**src/rtl/voq_out_rr_scheduler_if.sv**
```systemverilog
// ---------------------------------------------------------------------------
// voq_out_rr_scheduler_if
// Bundles the request/length/ready inputs and the read-strobe outputs of one
// output-port scheduler.
//   req_in     : per-input "VOQ holds a complete packet for this output"
//   length_in  : packed head-packet lengths, slice i = [i*WIDTH_LENGTH +: WIDTH_LENGTH]
//   ready_in   : downstream accepts one word this cycle
//   rd_en_out  : one-hot read strobe to the granted VOQ
//   sel_out    : index of the granted input (meaningful while busy_out)
//   busy_out   : packet transfer in progress
//   sop_out    : strobe carries the first word of the packet
//   eop_out    : strobe carries the last word of the packet
// Modports: master = VOQ/transmit side, slave = scheduler.
// ---------------------------------------------------------------------------
interface voq_out_rr_scheduler_if #(
    parameter int PORT_NUB     = 4,
    parameter int WIDTH_LENGTH = 8,
    parameter int WIDTH_SEL    = $clog2(PORT_NUB)
);
    logic [PORT_NUB-1:0]              req_in;
    logic [PORT_NUB*WIDTH_LENGTH-1:0] length_in;
    logic                             ready_in;
    logic [PORT_NUB-1:0]              rd_en_out;
    logic [WIDTH_SEL-1:0]             sel_out;
    logic                             busy_out;
    logic                             sop_out;
    logic                             eop_out;

    modport master (
        output req_in, length_in, ready_in,
        input  rd_en_out, sel_out, busy_out, sop_out, eop_out
    );

    modport slave (
        input  req_in, length_in, ready_in,
        output rd_en_out, sel_out, busy_out, sop_out, eop_out
    );
endinterface

```
**src/rtl/voq_out_rr_scheduler.sv**
```systemverilog
// ---------------------------------------------------------------------------
// voq_out_rr_scheduler
// Per-output-port packet scheduler. Grants one requesting VOQ at a time in
// round-robin order and then issues one read strobe per ready cycle until the
// head packet (length taken at grant time) is drained.
// Ports:
//   clk   : system clock, rising edge
//   rst   : asynchronous active-high reset
//   i_bus : voq_out_rr_scheduler_if.slave (requests, lengths, ready in;
//           rd_en/sel/busy/sop/eop out)
// Optional feature: define SCHED_BACK2BACK_EN to re-arbitrate on the eop
// strobe and start the next packet without an IDLE bubble cycle.
// ---------------------------------------------------------------------------
module voq_out_rr_scheduler #(
    parameter int PORT_NUB     = 4,
    parameter int WIDTH_LENGTH = 8,
    parameter int WIDTH_SEL    = $clog2(PORT_NUB)
) (
    input  logic                      clk,
    input  logic                      rst,
    voq_out_rr_scheduler_if.slave     i_bus
);

    typedef enum logic {
        IDLE = 1'b0,
        XFER = 1'b1
    } state_t;

    localparam logic [WIDTH_SEL-1:0] LAST_PORT = WIDTH_SEL'(PORT_NUB - 1);

    state_t                  r_state;
    logic [WIDTH_SEL-1:0]    r_ptr;
    logic [WIDTH_SEL-1:0]    r_sel;
    logic [WIDTH_LENGTH-1:0] r_remaining;
    logic                    r_first;

    logic [PORT_NUB-1:0]     w_reqMask;
    logic                    w_found;
    logic [WIDTH_SEL-1:0]    w_winner;
    logic [WIDTH_LENGTH-1:0] w_headLen;
    logic [WIDTH_LENGTH-1:0] w_loadRem;
    logic [WIDTH_SEL-1:0]    w_nextPtr;
    logic                    w_strobe;
    logic                    w_lastWord;
    logic [PORT_NUB-1:0]     w_rdEn;

    // Round-robin search starting at r_ptr. While a packet is in flight the
    // current owner is masked out, so the back-to-back re-arbitration on the
    // eop strobe never re-grants the input that just finished. r_ptr already
    // points one past the current owner, which is the "updated" pointer.
    always_comb begin
        int idx;
        idx       = 0;
        w_found   = 1'b0;
        w_winner  = '0;
        w_reqMask = i_bus.req_in;
        if (r_state == XFER) begin
            w_reqMask[r_sel] = 1'b0;
        end
        for (int k = 0; k < PORT_NUB; k++) begin
            idx = int'(r_ptr) + k;
            if (idx >= PORT_NUB) begin
                idx = idx - PORT_NUB;
            end
            if (!w_found && w_reqMask[idx]) begin
                w_found  = 1'b1;
                w_winner = WIDTH_SEL'(idx);
            end
        end
    end

    // A zero-length head packet is still moved as a single word.
    assign w_headLen = i_bus.length_in[int'(w_winner)*WIDTH_LENGTH +: WIDTH_LENGTH];
    assign w_loadRem = (w_headLen == '0) ? '0 : w_headLen - WIDTH_LENGTH'(1);
    assign w_nextPtr = (w_winner == LAST_PORT) ? '0 : w_winner + WIDTH_SEL'(1);

    assign w_strobe   = (r_state == XFER) && i_bus.ready_in;
    assign w_lastWord = (r_remaining == '0);

    // Read strobe is combinational from registered state and ready so that the
    // VOQ sees it in the same cycle downstream accepts the word.
    always_comb begin
        w_rdEn = '0;
        if (w_strobe) begin
            w_rdEn[r_sel] = 1'b1;
        end
    end

    assign i_bus.rd_en_out = w_rdEn;
    assign i_bus.sel_out   = r_sel;
    assign i_bus.busy_out  = (r_state == XFER);
    assign i_bus.sop_out   = w_strobe && r_first;
    assign i_bus.eop_out   = w_strobe && w_lastWord;

    // Grant/transfer state machine. Requests and lengths only matter at the
    // moment of a grant; a stall (ready low) holds everything.
    always_ff @(posedge clk or posedge rst) begin
        if (rst) begin
            r_state     <= IDLE;
            r_ptr       <= '0;
            r_sel       <= '0;
            r_remaining <= '0;
            r_first     <= 1'b0;
        end else begin
            case (r_state)
                IDLE: begin
                    if (w_found) begin
                        r_sel       <= w_winner;
                        r_remaining <= w_loadRem;
                        r_first     <= 1'b1;
                        r_ptr       <= w_nextPtr;
                        r_state     <= XFER;
                    end
                end
                XFER: begin
                    if (w_strobe) begin
                        r_first <= 1'b0;
                        if (!w_lastWord) begin
                            r_remaining <= r_remaining - WIDTH_LENGTH'(1);
                        end else begin
`ifdef SCHED_BACK2BACK_EN
                            if (w_found) begin
                                r_sel       <= w_winner;
                                r_remaining <= w_loadRem;
                                r_first     <= 1'b1;
                                r_ptr       <= w_nextPtr;
                            end else begin
                                r_state <= IDLE;
                            end
`else
                            r_state <= IDLE;
`endif
                        end
                    end
                end
                default: r_state <= IDLE;
            endcase
        end
    end

endmodule

```
**src/flat_wrapper.sv**
```systemverilog
// flat-port wrapper written by rule: the top's interface ports become plain ports
module voq_out_rr_scheduler_flat 
#(
    parameter int PORT_NUB     = 4,
    parameter int WIDTH_LENGTH = 8,
    parameter int WIDTH_SEL    = $clog2(PORT_NUB)
)
  (clk, rst, i_bus_req_in, i_bus_length_in, i_bus_ready_in, i_bus_rd_en_out, i_bus_sel_out, i_bus_busy_out, i_bus_sop_out, i_bus_eop_out);
  voq_out_rr_scheduler_if #(.PORT_NUB(PORT_NUB), .WIDTH_LENGTH(WIDTH_LENGTH), .WIDTH_SEL(WIDTH_SEL)) i_bus_i ();
  input  logic clk;
  input  logic rst;
  input wire logic [$bits(i_bus_i.req_in)-1:0] i_bus_req_in;
  input wire logic [$bits(i_bus_i.length_in)-1:0] i_bus_length_in;
  input wire logic [$bits(i_bus_i.ready_in)-1:0] i_bus_ready_in;
  output wire logic [$bits(i_bus_i.rd_en_out)-1:0] i_bus_rd_en_out;
  output wire logic [$bits(i_bus_i.sel_out)-1:0] i_bus_sel_out;
  output wire logic [$bits(i_bus_i.busy_out)-1:0] i_bus_busy_out;
  output wire logic [$bits(i_bus_i.sop_out)-1:0] i_bus_sop_out;
  output wire logic [$bits(i_bus_i.eop_out)-1:0] i_bus_eop_out;
  assign i_bus_i.req_in = i_bus_req_in;
  assign i_bus_i.length_in = i_bus_length_in;
  assign i_bus_i.ready_in = i_bus_ready_in;
  assign i_bus_rd_en_out = i_bus_i.rd_en_out;
  assign i_bus_sel_out = i_bus_i.sel_out;
  assign i_bus_busy_out = i_bus_i.busy_out;
  assign i_bus_sop_out = i_bus_i.sop_out;
  assign i_bus_eop_out = i_bus_i.eop_out;
  voq_out_rr_scheduler #(.PORT_NUB(PORT_NUB), .WIDTH_LENGTH(WIDTH_LENGTH), .WIDTH_SEL(WIDTH_SEL)) u_core (.clk(clk), .rst(rst), .i_bus(i_bus_i));
endmodule
```
**config.mk**
```make
export PLATFORM = sky130hd
export DESIGN_NAME = voq_out_rr_scheduler_flat
export DESIGN_NICKNAME = d
export VERILOG_FILES = /design/src/rtl/voq_out_rr_scheduler_if.sv /design/src/rtl/voq_out_rr_scheduler.sv /design/src/flat_wrapper.sv
export SDC_FILE = /design/constraint.sdc
export NUM_CORES = 1
export LEC_CHECK = 0
export ABC_AREA = 0
export CORE_UTILIZATION = 60
export CTS_CLUSTER_SIZE = 12
export DETAILED_ROUTE_END_ITERATION = 16
export DONT_BUFFER_PORTS = 1
export PLACE_DENSITY_LB_ADDON = 0.2
export SYNTH_ARGS = -nofsm -noshare
export SYNTH_HDL_FRONTEND = slang
export SYNTH_SLANG_ARGS = --single-unit
```
**constraint.sdc**
```tcl
create_clock -name clk -period 8.6 [get_ports clk]
set_clock_uncertainty 0.15 [all_clocks]
set_input_delay 2.58 -clock clk [delete_from_list [all_inputs] [get_ports clk]]
set_output_delay 2.58 -clock clk [all_outputs]
set_load 0.05 [all_outputs]
```
==> impl_metrics.tcl, run 1 <==
set metrics [dict create \
    cp_top_family "simple AND/OR/NAND/NOR gates" \
    initial_core_util_pct 63.0 \
    grt_use_total_pct 24.6 \
    yosysUniqueCellTypes 44 \
    yosysSeqAreaShare_pct 22.6 \
    drtPass1Iterations 4 \
    synthCells 180 \
    die_y_um 52.8 \
    viasPerCell 6.18 \
    criticalPathCategory "in -> out" \
    p_leak_nw 0.670 \
    fmax_mhz 164 \
    drt_iter0_drc 10 \
    dp_hpwl_mm 2.51 \
    wl_per_cell_um 15.2 \
    path_buf_inv 0 \
    max_stage_delay_ps 730 \
    required_ps 5870 \
    core_mm2 0.00245 \
    vdd_drop_max_mv 0.176 \
    numCtsBuffers 3 \
    path_clk_slew_ps 90 \
    min_path_cells 2 \
    gp_congestion 0.775 \
    layout-drive-gt1-share_pct 16.2 \
    synth_area_mm2 0.00155 \
    hold_path_class "reg -> reg" \
    avgSynthCellArea_um2 8.60 \
    critPathSlowestCell "nor2_1" \
    maxSlewViolCount 0 \
    power_mw 0.358 \
    dieArea_mm2 0.00279 \
    arrival_ps 3380 \
    finalCritPeriodShare_pct 71.1 \
    synthFlopType "dfrtp_1" \
    worst-r2r-cell-count 10 \
    status "complete, no violations" \
    ys_ff_latch 14 \
    cts_setup_buffers 0 \
    min_period_ps 6110 \
    diodes 0 \
    clock-root-buffer "clkbuf_4" \
    routed_wl_mm 3.17 \
    whs_endpoint "u_core.r_remaining[1]" \
    cts.hold.buffers_added 0 \
    final_hold_viol_count 0 \
    cts_tree "yes" \
    powerDensity_mw_per_mm2 225 \
    fill_cells 229 \
    path_cells "nand3_1 > nor2_1" \
    io_pins 48 \
    start_kind "input port" \
    cp_max_fo 4 \
    numPortBuffers 0 \
    num_vias 1291 \
    synth_edf_count 0 \
    drtAntennaViolNets 0 \
    maxCapViolations 0 \
    clock_path_buffers 2 \
    grt_antenna_before_repair 0 \
    r2r_end "u_core.r_remaining[7]" \
    synthToLayoutAreaGrowth_pct 2.91 \
    h-tree-depth 1 \
    drcViolationCount 0 \
    clock-sinks 14 \
    fp.dieW_um 52.8 \
    row_count 18 \
    nets 222 \
    grt_pass1_wl_mm 5.11 \
    end_kind "output pin" \
    final_util_pct 64.9 \
    finalSetupViolations 0 \
    cts-resized-gates 0 \
    async_reset_ff_share_pct 100 \
    fin_tns_setup_ps 0 \
    ff2ff_setup_slack_ps 4200 \
    r2r-start "u_core.i_bus.busy_out" \
    mappedNetlistNets 222 \
    grt_max_degree 23 \
    multi_input_area_mm2 0.00111 \
    clock_latency_ps 280 \
    min-delay-start "u_core.r_remaining[1]" \
    rsz0062_at_grt "false" \
    slew_headroom_pct 17.4 \
    grt.overflow.total 0 \
    synth-warning-count 0 \
    first_global_vias 1180 \
    tightest_slew_ps 1240 \
    ff_latch_area_um2 350 \
]
## worst max path at each step
| stage | start | to | slack [ps] | depth (start not counted) |
|---|---|---|---|---|
| 2_1_floorplan | i_bus_ready_in | i_bus_eop_out | 1690 | 2 |
| 3_3_place_gp | i_bus_ready_in | i_bus_rd_en_out[3] | 2480 | 2 |
| 3_5_place_dp | i_bus_ready_in | i_bus_rd_en_out[3] | 2480 | 2 |
| 4_1_cts | i_bus_ready_in | i_bus_rd_en_out[3] | 2480 | 2 |
| 5_1_grt | i_bus_ready_in | i_bus_rd_en_out[2] | 2440 | 2 |
| 6_report | i_bus_ready_in | i_bus_rd_en_out[3] | 2490 | 2 |
## synth_stat cells (all sizes together) (2+ instances only)
cell,n,area share (%)
inv,8,1.9
o221ai,2,1.5
xor2,3,1.7
clkbuf,3,0.73
a31oi,3,2.2
nand2b,6,2.9
mux2i,19,12
dfrtp,14,23
nor3,12,3.9
nand3,5,1.6
or3,3,1.2
buf,6,3.5
a21oi,10,3.5
nor2,18,4.5
nand2,12,2.9
a211oi,3,1.5
xnor2,5,4.0
nor2b,4,1.6
a22oi,4,1.9
a21o,4,1.9
mux2,9,7.3
ha,3,2.4
o21ai,12,3.9
or2,2,0.81
## where the power goes
part	internal [mW]	leakage, nW	switching, mW
clock	0.0258	0.0210	0.0226
sequential	0.0762	0.150	0.0232
combinational	0.0942	0.499	0.116
## registers in the layout, summed over array words and instances (netlist names)
register and flops:
u_core.r_remaining 8, u_core.i_bus.sel_out 2, u_core.r_ptr 2, u_core.i_bus.busy_out 1, u_core.r_first 1
## stage by stage
stage	instances	worst slack, ps	hold slack, ps	area [um^2]
global route	209	2440	433	1590
global placement	205	2480	374	1560
finish	209	2490	412	1590
floorplan	180	1690	358	1550
detailed placement	205	2480	388	1560
CTS	209	2480	401	1590
## placed cells by master, fill, tap and decap left out, drive strengths merged, types with 2 or more instances in the layout
cell type	count
a31oi	3
nor2	18
o221ai	2
buf	4
inv	8
xnor2	5
or2	2
o21ai	12
a21oi	10
a22oi	4
xor2	3
ha	3
mux2	9
nand3	5
clkbuf	4
or3	3
nor2b	4
dfrtp	14
a211oi	3
nand2	12
nor3	12
a21o	4
nand2b	6
mux2i	19
## kinds of logic after synthesis
kind of cell    Yosys count  synth area share [%]
compound gates           44                  21.3
xor+xnor                  8                  5.74
fa+ha+maj                 3                  2.43
buf+inv                  17                  6.14
flops                    14                  22.6
mux                      28                  19.6
simple gates             66                  22.2
## metal layers
layer / track usage, % / wire length [um] / up-vias
met1: 28.3 / 1330 / 608
met4: 0 / 0 / 0
met3: 5.22 / 143 / 0
met5: 0 / 0 / -
met2: 48.3 / 1700 / 34
li1: - / - / 649
## final cells by class
type	instances	share of cell area [%]
Clock buffer	4	2.28
Inverter	8	1.89
Sequential cell	14	22.0
Timing Repair Buffer	4	1.89
Multi-Input combinational cell	149	69.6
Tap cell	30	2.36
(Power assumes the default switching activity.)
==> run 2: changes to the inputs <==
--- a/config.mk
+++ b/config.mk
@@ -6,7 +6,7 @@
 export NUM_CORES = 1
 export LEC_CHECK = 0
 export ABC_AREA = 0
-export CORE_UTILIZATION = 60
+export CORE_UTILIZATION = 57
 export CTS_CLUSTER_SIZE = 12
 export DETAILED_ROUTE_END_ITERATION = 16
 export DONT_BUFFER_PORTS = 1
==> constraint.sdc (replaced) <==
create_clock -name clk -period 5.35 [get_ports clk]
set_clock_uncertainty 0.15 [all_clocks]
set_input_delay 1.605 -clock clk [delete_from_list [all_inputs] [get_ports clk]]
set_output_delay 1.605 -clock clk [all_outputs]
set_load 0.05 [all_outputs]
==> run 2 against run 1 <==
Against the previous run:
- utilization down 1.4 points
- first-iteration DRC count up 110%
- combinational power up 62%
- wire length about the same
- setup slack worse by 1300 ps
- die area up 5.1%
- sequential power up 60%
- design area up 0.47%
- sequential cell count unchanged
- critical path depth unchanged
- largest power group unchanged
- register-to-register slack worse by 2800 ps
==> impl_metrics.tcl, run 2 (same netlist as run 1, synthesis figures left out) <==
set metrics [dict create \
    p_leak_nw 0.675 \
    vdd_drop_max_mv 0.262 \
    multi_input_area_mm2 0.00111 \
    slew_headroom_pct 31.8 \
    drtPass1Iterations 4 \
    min-delay-start "u_core.r_remaining[1]" \
    numCtsBuffers 3 \
    maxCapViolations 0 \
    layout-drive-gt1-share_pct 16.7 \
    diodes 0 \
    wl_met3_um 146 \
    placed_cells 206 \
    cts_tree "yes" \
    hold_path_class "reg -> reg" \
    dpl_cell_area_mm2 0.00156 \
    power_mw 0.577 \
    cp_max_fo 4 \
    final_hold_viol_count 0 \
    ff_latch_area_um2 350 \
    largest-register "u_core.r_remaining" \
    cts.hold.buffers_added 0 \
    arrival_ps 2420 \
    path_clk_slew_ps 80 \
    cp_top_family "simple AND/OR/NAND/NOR gates" \
    path_cells "nand3_1 > nor2_1" \
    grt_antenna_before_repair 0 \
    status "complete, no violations" \
    initial_core_util_pct 61.4 \
    maxSlewViolCount 0 \
    num_vias 1321 \
    r2r-start "u_core.i_bus.busy_out" \
    hold_ws_ps 404 \
    path_buf_inv 0 \
    grt_max_degree 23 \
    final_util_pct 63.4 \
    finalCritPeriodShare_pct 78.0 \
    first_global_vias 1186 \
    final_cell_area_mm2 0.00160 \
    startpoint "i_bus_ready_in" \
    powerDensity_mw_per_mm2 361 \
    core_mm2 0.00252 \
    clock-root-buffer "clkbuf_4" \
    finalSetupViolations 0 \
    fmax_mhz 240 \
    pre_cts_slack_ps 937 \
    start_kind "input port" \
    fin_tns_setup_ps 0 \
    clock-sinks 14 \
    route.met2.wl_mm 1.52 \
    clock_path_buffers 2 \
    numPortBuffers 0 \
    gp_congestion 0.957 \
    die_y_um 54.1 \
    grt_pass1_wl_mm 4.88 \
    nets 223 \
    h-tree-depth 1 \
    grt_use_total_pct 23.1 \
    critPathSlowestCell "nor2_1" \
    fill_cells 225 \
    fp.dieW_um 54.1 \
    rsz0062_at_grt "false" \
    criticalPathCategory "in -> out" \
    grt.overflow.total 0 \
    viasPerCell 6.29 \
    cts-resized-gates 0 \
    dieArea_mm2 0.00293 \
    instances_no_fill 210 \
    final_cell_mix "mux2i_1 (19), nor2_1 (17), dfrtp_1 (14)" \
    clock_latency_ps 280 \
    drcViolationCount 0 \
    io_pins 48 \
    drtAntennaViolNets 0 \
    top_layer "met4" \
    end_kind "output pin" \
    final_common_cell "mux2i_1" \
    drt_iter0_drc 21 \
    cts_setup_buffers 0 \
    synthToLayoutAreaGrowth_pct 3.40 \
    row_count 18 \
    tightest_slew_ps 1020 \
    wl_per_cell_um 15.1 \
    min_period_ps 4170 \
    routed_wl_mm 3.18 \
    max_stage_delay_ps 730 \
    required_ps 3600 \
    worst_slack_ps 1180 \
    wl_met1_mm 1.49 \
    dp_hpwl_mm 2.54 \
    largest_register_ffs 8 \
]
## run 2: metal layers
| metal | up-vias | global-route usage, % |
|---|---|---|
| li1 | 656 | - |
| met4 | 0 | 5.13 |
| met3 | 2 | 3.39 |
| met5 | - | 0 |
| met1 | 618 | 28.4 |
| met2 | 45 | 41.8 |
## run 2: area by class of cell
type | instances | share of cell area [%]
clock buffers | 4 | 2.27
flip-flops and latches | 14 | 21.9
inverters | 8 | 1.88
well taps | 30 | 2.35
multi-input cells | 149 | 69.3
repair buffers | 5 | 2.35
## run 2: path summary, 6_finish.rpt
kind | depth (start not counted) | slack (ps) | end
hold reg to reg | 2 | 400 | u_core.r_remaining[1]
hold / removal | 2 | 400 | u_core.r_remaining[1]
min in group asynchronous | 1 | 1100 | u_core.i_bus.sel_out[1]
setup / recovery | 2 | 1180 | i_bus_rd_en_out[3]
max in group asynchronous | 1 | 3580 | u_core.r_remaining[6]
setup reg to reg | 10 | 1360 | u_core.r_remaining[2]
## run 2: report_power, final
group | total, mW | switching [mW] | internal (mW)
Clock | 0.0779 | 0.0365 | 0.0414
Sequential | 0.159 | 0.0362 | 0.122
Combinational | 0.340 | 0.188 | 0.152
Total | 0.577 | 0.261 | 0.316
==> run 3: changes to the inputs <==
--- a/config.mk
+++ b/config.mk
@@ -6,7 +6,7 @@
 export NUM_CORES = 1
 export LEC_CHECK = 0
 export ABC_AREA = 0
-export CORE_UTILIZATION = 57
+export CORE_UTILIZATION = 60
 export CTS_CLUSTER_SIZE = 12
 export DETAILED_ROUTE_END_ITERATION = 16
 export DONT_BUFFER_PORTS = 1
==> constraint.sdc (replaced) <==
create_clock -name clk -period 4 [get_ports clk]
set_clock_uncertainty 0.15 [all_clocks]
set_input_delay 1.2 -clock clk [delete_from_list [all_inputs] [get_ports clk]]
set_output_delay 1.2 -clock clk [all_outputs]
set_load 0.05 [all_outputs]
==> run 3 against run 2 <==
Against the previous run:
- via count grew 0.38%
- sequential share of layout area fell by 0.76 points
- non-clock buffer count increased by 6
- count of clock-buffer cells in the layout did not move
- combinational power grew 46%
- worst hold slack lost 3.1 ps
- utilization rose by 4.1 points
- clock power grew 32%
- die area down 4.8%
- critical path type is now reg -> reg
- critical endpoint is now u_core.r_remaining[2]
- largest cell class unchanged
- highest routed layer unchanged
==> impl_metrics.tcl, run 3 (same netlist as run 1, synthesis figures left out) <==
set metrics [dict create \
    largest-register "u_core.r_remaining" \
    cts_tree "yes" \
    cts.hold.buffers_added 0 \
    row_count 18 \
    numPortBuffers 0 \
    clock-sinks 14 \
    diodes 0 \
    ff2ff_setup_slack_ps 480 \
    end_kind "flop" \
    maxCapViolations 0 \
    viasPerCell 6.14 \
    rsz0062_at_grt "false" \
    r2r_end "u_core.r_remaining[2]" \
    clock_path_buffers 2 \
    p_int_mw 0.444 \
    final_common_cell "mux2i_1" \
    nets 229 \
    slew_headroom_pct 55.7 \
    start_kind "flop" \
    drtPass1Iterations 4 \
    required_ps 4020 \
    dpl_cell_area_mm2 0.00162 \
    tightest_slew_ps 665 \
    finalCritPeriodShare_pct 88.0 \
    finalSetupViolations 0 \
    grt_max_degree 23 \
    min_period_ps 3520 \
    fp.dieW_um 52.8 \
    final_util_pct 67.5 \
    max_stage_delay_ps 780 \
    initial_core_util_pct 63.0 \
    grt_use_total_pct 25.9 \
    io_pins 48 \
    seqPwrFrac_pct 24.8 \
    drt_iter0_drc 30 \
    p_leak_nw 0.709 \
    cp.depth 11 \
    p_sw_mw 0.355 \
    clock-root-buffer "clkbuf_4" \
    fmax_mhz 284 \
    startpoint "u_core.r_ptr[0]" \
    vdd_drop_max_mv 0.340 \
    worst-r2r-cell-count 11 \
    final_hold_viol_count 0 \
    dieArea_mm2 0.00279 \
    critPathSlowestCell "dfrtp_1" \
    routed_wl_mm 3.28 \
    placed_cells 212 \
    core_mm2 0.00245 \
    wl_per_cell_um 15.2 \
    numCtsBuffers 3 \
    grt_pass1_wl_mm 5.34 \
    cts_setup_buffers 0 \
    r2r-start "u_core.r_ptr[0]" \
    path_cells "xnor2_4 > o21ai_0 > a211oi_1 > o22ai_2 > buf_12 > mux2i_1 > mux2_4 > nand4_4 > a2111oi_4 > nand2b_4 > o21bai_1" \
    path_clk_slew_ps 90 \
    grt_antenna_before_repair 0 \
    grt.overflow.total 0 \
    status "complete, no violations" \
    path_buf_inv 1 \
    pwr-share-clk_pct 12.9 \
    final_cell_area_mm2 0.00166 \
    cp_top_family "compound AO/OA/AOI/OAI gates" \
    wl_met1_mm 1.35 \
    maxSlewViolCount 0 \
    wl_met3_um 136 \
    powerDensity_mw_per_mm2 482 \
    hold_path_class "reg -> reg" \
    route.met2.wl_mm 1.74 \
    arrival_ps 3540 \
    gp_congestion 0.818 \
    p_comb_share_pct 62.2 \
    num_vias 1326 \
    final_cell_mix "mux2i_1 (19), nor2_1 (17), dfrtp_1 (14)" \
    sw_frac_of_total_pct 44.5 \
    cp_max_fo 22 \
    fill_cells 216 \
    first_global_vias 1295 \
    largest_register_ffs 8 \
    drtAntennaViolNets 0 \
    synthToLayoutAreaGrowth_pct 7.11 \
    layout-drive-gt1-share_pct 19.4 \
    top_layer "met4" \
    cts-resized-gates 0 \
    die_y_um 52.8 \
    drcViolationCount 0 \
    instances_no_fill 216 \
    dp_hpwl_mm 2.67 \
    clock_latency_ps 280 \
    h-tree-depth 1 \
    fin_tns_setup_ps 0 \
    cp-endpoint "u_core.r_remaining[2]" \
    criticalPathCategory "reg -> reg" \
]
run 3: cell type report:
cell class	count	area (um^2)	area share, %
Clock buffer	4	36.3	2.19
Tap cell	30	37.5	2.26
Sequential cell	14	350	21.1
Inverter	8	30.0	1.81
Timing Repair Buffer	11	95.1	5.74
Multi-Input combinational cell	149	1110	66.9
run 3: stage by stage:
| step | power, mW | worst slack (ps) | hold WS [ps] |
|---|---|---|---|
| floorplan | 0.623 | 303 | 358 |
| global placement | 0.680 | 312 | 375 |
| detailed placement | 0.699 | 231 | 394 |
| CTS | 0.802 | 514 | 406 |
| global route | 0.854 | 241 | 414 |
| finish | 0.799 | 482 | 401 |
run 3: worst reg2reg max path, stage by stage (launching register included):
cell and delay (ps):
dfrtp_1 780, xnor2_4 170, o21ai_0 490, a211oi_1 130, o22ai_2 230, buf_12 210
mux2i_1 260, mux2_4 230, nand4_4 110, a2111oi_4 330, nand2b_4 230, o21bai_1 90
run 3: worst min path at each step:
stage                            end                   from  cells after the start
2_1_floorplan  u_core.r_remaining[1]  u_core.r_remaining[1]                      2
3_3_place_gp   u_core.r_remaining[1]  u_core.r_remaining[1]                      2
3_5_place_dp   u_core.r_remaining[1]  u_core.r_remaining[1]                      2
4_1_cts        u_core.r_remaining[1]  u_core.r_remaining[1]                      2
5_1_grt        u_core.r_remaining[1]  u_core.r_remaining[1]                      2
6_report       u_core.r_remaining[1]  u_core.r_remaining[1]                      2
run 3: power by group through the flow:
stage               logic (mW)  registers (mW)  clock network [mW]
CTS                      0.498           0.198               0.106
global route             0.540           0.202               0.113
floorplan                0.428           0.195                   0
detailed placement       0.498           0.201                   0
global placement         0.481           0.199                   0
finish                   0.497           0.198               0.103
run 3: layer usage:
layer	GRT usage [%]	vias up
met5	0	-
li1	-	665
met4	9.65	0
met2	50.0	38
met3	5.80	6
met1	26.4	617
